File: config.mk
export PLATFORM = sky130hd
export DESIGN_NAME = lc4_divider_seq
export DESIGN_NICKNAME = d
export VERILOG_FILES = /design/src/rtl/lc4_divider_seq.sv
export SDC_FILE = /design/constraint.sdc
export NUM_CORES = 1
export LEC_CHECK = 0
export ABC_AREA = 1
export CAP_MARGIN = 20
export CELL_PAD_IN_SITES_DETAIL_PLACEMENT = 0
export CELL_PAD_IN_SITES_GLOBAL_PLACEMENT = 1
export CORE_MARGIN = 5
export CORE_UTILIZATION = 35
export DETAILED_ROUTE_END_ITERATION = 8
export PLACE_DENSITY = 0.72
export SYNTH_ARGS = -nofsm -noshare
export SYNTH_HDL_FRONTEND = slang
export SYNTH_SLANG_ARGS = --single-unit
File: constraint.sdc
create_clock -name clk -period 4.72 [get_ports clk]
set_clock_uncertainty 0.2 [all_clocks]
set_input_delay 0.708 -clock clk [delete_from_list [all_inputs] [get_ports clk]]
set_output_delay 0.708 -clock clk [all_outputs]
set_load 0.05 [all_outputs]
File: src/rtl/lc4_divider_seq.sv
// Sequential 16-bit unsigned restoring divider: one quotient bit per cycle,
// 16 RUN cycles, one-cycle DONE pulse. Divide-by-zero returns q=0, r=0.
module lc4_divider_seq (
    input  logic        clk,
    input  logic        rst,
    input  logic        i_start,
    input  logic [15:0] i_dividend,
    input  logic [15:0] i_divisor,
    output logic        o_busy,
    output logic        o_valid,
    output logic [15:0] o_quotient,
    output logic [15:0] o_remainder
);

    localparam int unsigned W    = 16;
    localparam int unsigned CW   = 4;
    localparam logic [CW-1:0] LAST_ITER = CW'(W - 1);

    typedef enum logic [1:0] {
        S_IDLE = 2'd0,
        S_RUN  = 2'd1,
        S_DONE = 2'd2
    } state_t;

    state_t          state_q, state_d;
    logic [CW-1:0]   cnt_q, cnt_d;
    logic [W-1:0]    dvd_q, dvd_d;
    logic [W-1:0]    dvs_q, dvs_d;
    logic [W-1:0]    rem_q, rem_d;
    logic [W-1:0]    quo_q, quo_d;
    logic [W-1:0]    quot_out_q, quot_out_d;
    logic [W-1:0]    rem_out_q, rem_out_d;

    logic [W:0]      trial;
    logic            qbit;
    logic [W-1:0]    rem_nx;
    logic [W-1:0]    quo_nx;
    logic            accept;

    // State register
    always_ff @(posedge clk or posedge rst) begin
        if (rst) begin
            state_q <= S_IDLE;
        end else begin
            state_q <= state_d;
        end
    end

    // Next-state logic
    always_comb begin
        state_d = state_q;
        case (state_q)
            S_IDLE:  if (i_start) state_d = S_RUN;
            S_RUN:   if (cnt_q == LAST_ITER) state_d = S_DONE;
            S_DONE:  state_d = i_start ? S_RUN : S_IDLE;
            default: state_d = S_IDLE;
        endcase
    end

    // Output decode from registered state
    always_comb begin
        o_busy      = (state_q == S_RUN);
        o_valid     = (state_q == S_DONE);
        o_quotient  = quot_out_q;
        o_remainder = rem_out_q;
    end

    // One restoring step; the compare is 17 bits wide so large divisors work,
    // while the low 16 bits of the difference are always the exact remainder.
    always_comb begin
        trial  = {rem_q, dvd_q[W-1]};
        qbit   = (trial >= {1'b0, dvs_q});
        rem_nx = qbit ? W'(trial[W-1:0] - dvs_q) : trial[W-1:0];
        quo_nx = {quo_q[W-2:0], qbit};
    end

    // Datapath next values
    always_comb begin
        accept     = i_start && (state_q != S_RUN);
        cnt_d      = cnt_q;
        dvd_d      = dvd_q;
        dvs_d      = dvs_q;
        rem_d      = rem_q;
        quo_d      = quo_q;
        quot_out_d = quot_out_q;
        rem_out_d  = rem_out_q;
        if (accept) begin
            dvd_d = i_dividend;
            dvs_d = i_divisor;
            rem_d = '0;
            quo_d = '0;
            cnt_d = '0;
        end else if (state_q == S_RUN) begin
            dvd_d = {dvd_q[W-2:0], 1'b0};
            rem_d = rem_nx;
            quo_d = quo_nx;
            cnt_d = CW'(cnt_q + CW'(1));
            if (cnt_q == LAST_ITER) begin
                quot_out_d = (dvs_q == '0) ? '0 : quo_nx;
                rem_out_d  = (dvs_q == '0) ? '0 : rem_nx;
            end
        end
    end

    // Datapath registers
    always_ff @(posedge clk or posedge rst) begin
        if (rst) begin
            cnt_q      <= '0;
            dvd_q      <= '0;
            dvs_q      <= '0;
            rem_q      <= '0;
            quo_q      <= '0;
            quot_out_q <= '0;
            rem_out_q  <= '0;
        end else begin
            cnt_q      <= cnt_d;
            dvd_q      <= dvd_d;
            dvs_q      <= dvs_d;
            rem_q      <= rem_d;
            quo_q      <= quo_d;
            quot_out_q <= quot_out_d;
            rem_out_q  <= rem_out_d;
        end
    end

endmodule
==> flow_summary.yaml <==
logic_synthesis:
  synth_seq_area_share: 0.479
  synth.most_common_cell: "nand2_1"
  ys.flop_type: "dfrtp_1"
  synth.distinct_cells: 38
  synthesis.nets: 724
  ys_seq_elements: 101
  synth.yosys.warnings: 0
  synth.largest_area_cell: "dfrtp_1"
  synth-async-reset-ratio: 1.00
  syn_area_um2: 5280
  synth_cells: 671
  synth_edf_count: 0
  synth.avg_cell_area_um2: 7.87
  synthTopCellsByArea: "dfrtp_1 48%, nand2_1 17%, inv_1 6.8%"
  yosysTopAreaCellShare: 0.479
  synth_common_cells: "245 x nand2_1, 101 x dfrtp_1, 96 x inv_1"
cts:
  numCtsBuffers: 9
  cts_tree: "built"
  postCtsHoldBufs: 0
  cts-htree-levels: 3
  post-cts-setup-buffers: 0
  clkSinkCount: 101
  clk_pin_slew_ns: 0.08
  cts_root_buf: "clkbuf_16"
  cts_buffer_depth: 2
  post_cts_resized: 0
  worstSkewPairLatency_ns: 0.36
sta:
  setup_violations: 0
  slew_headroom: 0.353
  slew_viol_final: 0
  fmax_mhz: 295
  worstMarginPinSlew_ns: 0.969
  fin_ws_ns: 1.33
  finalHoldViolations: 0
  rsz0062_at_grt: "false"
  fin_crit_sh: 0.718
  min_period_ns: 3.39
  tns_ns: 0
placement:
  preCtsSetupSlack_ns: 1.49
  gp_congestion: 0.852
  port-buffer-count: 68
  hpwl_mm: 10.1
grt:
  grt_pass1_vias: 4620
  antenna_found_initial: 0
  grt_pass1_wl_mm: 23.3
  grt.overflow.total: 0
  grt_usage: 0.164
  grt_max_degree: 41
detailed_routing:
  wl_mm: 13.7
  drc: 0
  first_iter_violations: 283
  num_vias: 4370
  postRouteAntennaNets: 0
  vias_per_cell: 4.74
  wl_per_cell_um: 14.8
  first_pass_iters: 4
critical_path:
  cp_max_fo: 26
  start_kind: "flop"
  crit_arrival_ns: 2.48
  worstSetupPathType: "reg -> out"
  worst_ep_required_time_ns: 3.81
  worst_setup_path_end_kind: "output port"
cells_and_area:
  antenna_cells: 0
  area_growth_pct: 21.4
  nets: 786
  drive_above_1_share: 0.0705
hold_path:
  hold_class: "reg -> reg"
floorplanning:
  core_area_um2: 14600
  die-area_um2: 17600
  chipWidth_um: 133
  io_pins: 69
  dieHeight_um: 133
  initial_core_util: 0.360
  rows: 44
flow_run:
  drv_cap: 0
outcome:
  status: "finished clean"
-- per-stage QoR --
step	hold WS, ns	cell area, µm²	cells	util
3_5_place_dp	0.271	6090	906	0.416
6_report	0.287	6400	922	0.437
5_1_grt	0.312	6400	922	0.437
3_3_place_gp	0.265	6090	906	0.416
4_1_cts	0.292	6400	922	0.437
2_1_floorplan	0.249	5280	671	-
-- area by class of cell --
cell class | instances | area (µm²)
clock inverter | 7 | 93.8
clock buffer | 9 | 225
tap | 184 | 230
multi-input combinational | 449 | 2240
fill | 1487 | 8240
inverter | 99 | 374
sequential | 101 | 2530
timing repair buffer | 73 | 718
-- worst max-delay path, cell delays in order, from the launching register on --
cell and delay, ns:
dfrtp_1 0.37, inv_1 0.08, nand2_2 0.29, inv_1 0.47
clkdlybuf4s50_1 0.89
-- layout by cell type (no fill, tap or decap), drive strengths merged --
cell type / Yosys / layout
a21oi: 7 / 7
ha: 17 / 17
xnor2: 2 / 2
clkinv: 1 / 7
nor4: 4 / 4
or2: 3 / 3
fa: 1 / 1
a22o: 2 / 2
nor3: 3 / 3
and2: 1 / 1
nor2: 23 / 23
xor2: 5 / 5
o21ai: 40 / 40
dfrtp: 101 / 101
nand2: 262 / 262
o211ai: 11 / 11
inv: 98 / 99
clkbuf: 15 / 9
nand3b: 1 / 1
o221ai: 2 / 2
clkdlybuf4s50: 0 / 68
nand3: 43 / 43
mux2i: 1 / 1
nand4: 6 / 6
o22ai: 15 / 15
buf: 7 / 5
-- cell families (layout without fill, tap and decap cells) --
logic type / after synthesis / in the layout / share of synthesized area
adders and majority gates: 18 / 18 / 0.0441
muxes: 1 / 1 / 0.00190
and+or+nand+nor: 346 / 346 / 0.281
buffers and inverters: 121 / 188 / 0.0979
AOI/OAI and AO/OA: 77 / 77 / 0.0846
xor gates and xnor gates: 7 / 7 / 0.0116
DFF: 101 / 101 / 0.479
-- routing by layer --
| layer | vias up | track usage | wire (µm) | part of all wire |
|---|---|---|---|---|
| met1 | 2053 | 0.215 | 6420 | 0.47 |
| li1 | 2233 | - | - | - |
| met2 | 75 | 0.274 | 6570 | 0.48 |
| met5 | - | 0 | 0 | 0 |
| met4 | 0 | 0.0312 | 92 | 0.0067 |
| met3 | 9 | 0.0448 | 590 | 0.043 |
-- final timing paths --
| kind | startpoint | end | slack [ns] | depth (start not counted) |
|---|---|---|---|---|
| max in group asynchronous | rst | dvs_q[8] | 2.99 | 3 |
| worst max-delay path | state_q[1] | o_busy | 1.33 | 4 |
| worst min-delay path | o_remainder[4] | o_remainder[4] | 0.29 | 2 |
| min in group asynchronous | rst | cnt_q[2] | 0.54 | 2 |
| worst min register to register | o_remainder[4] | o_remainder[4] | 0.29 | 2 |
| worst max register to register | state_q[0] | dvd_q[11] | 1.47 | 7 |
-- flip-flops by register name, indices dropped and copies added, names as in the netlist --
signal,flops
dvs_q,16
state_q,2
dvd_q,16
rem_q,16
cnt_q,4
quo_q,15
o_quotient,16
o_remainder,16
Power is left out: the tool's default activity adds up to more than one toggle a clock period on the data nets, which glitch-free logic cannot reach.
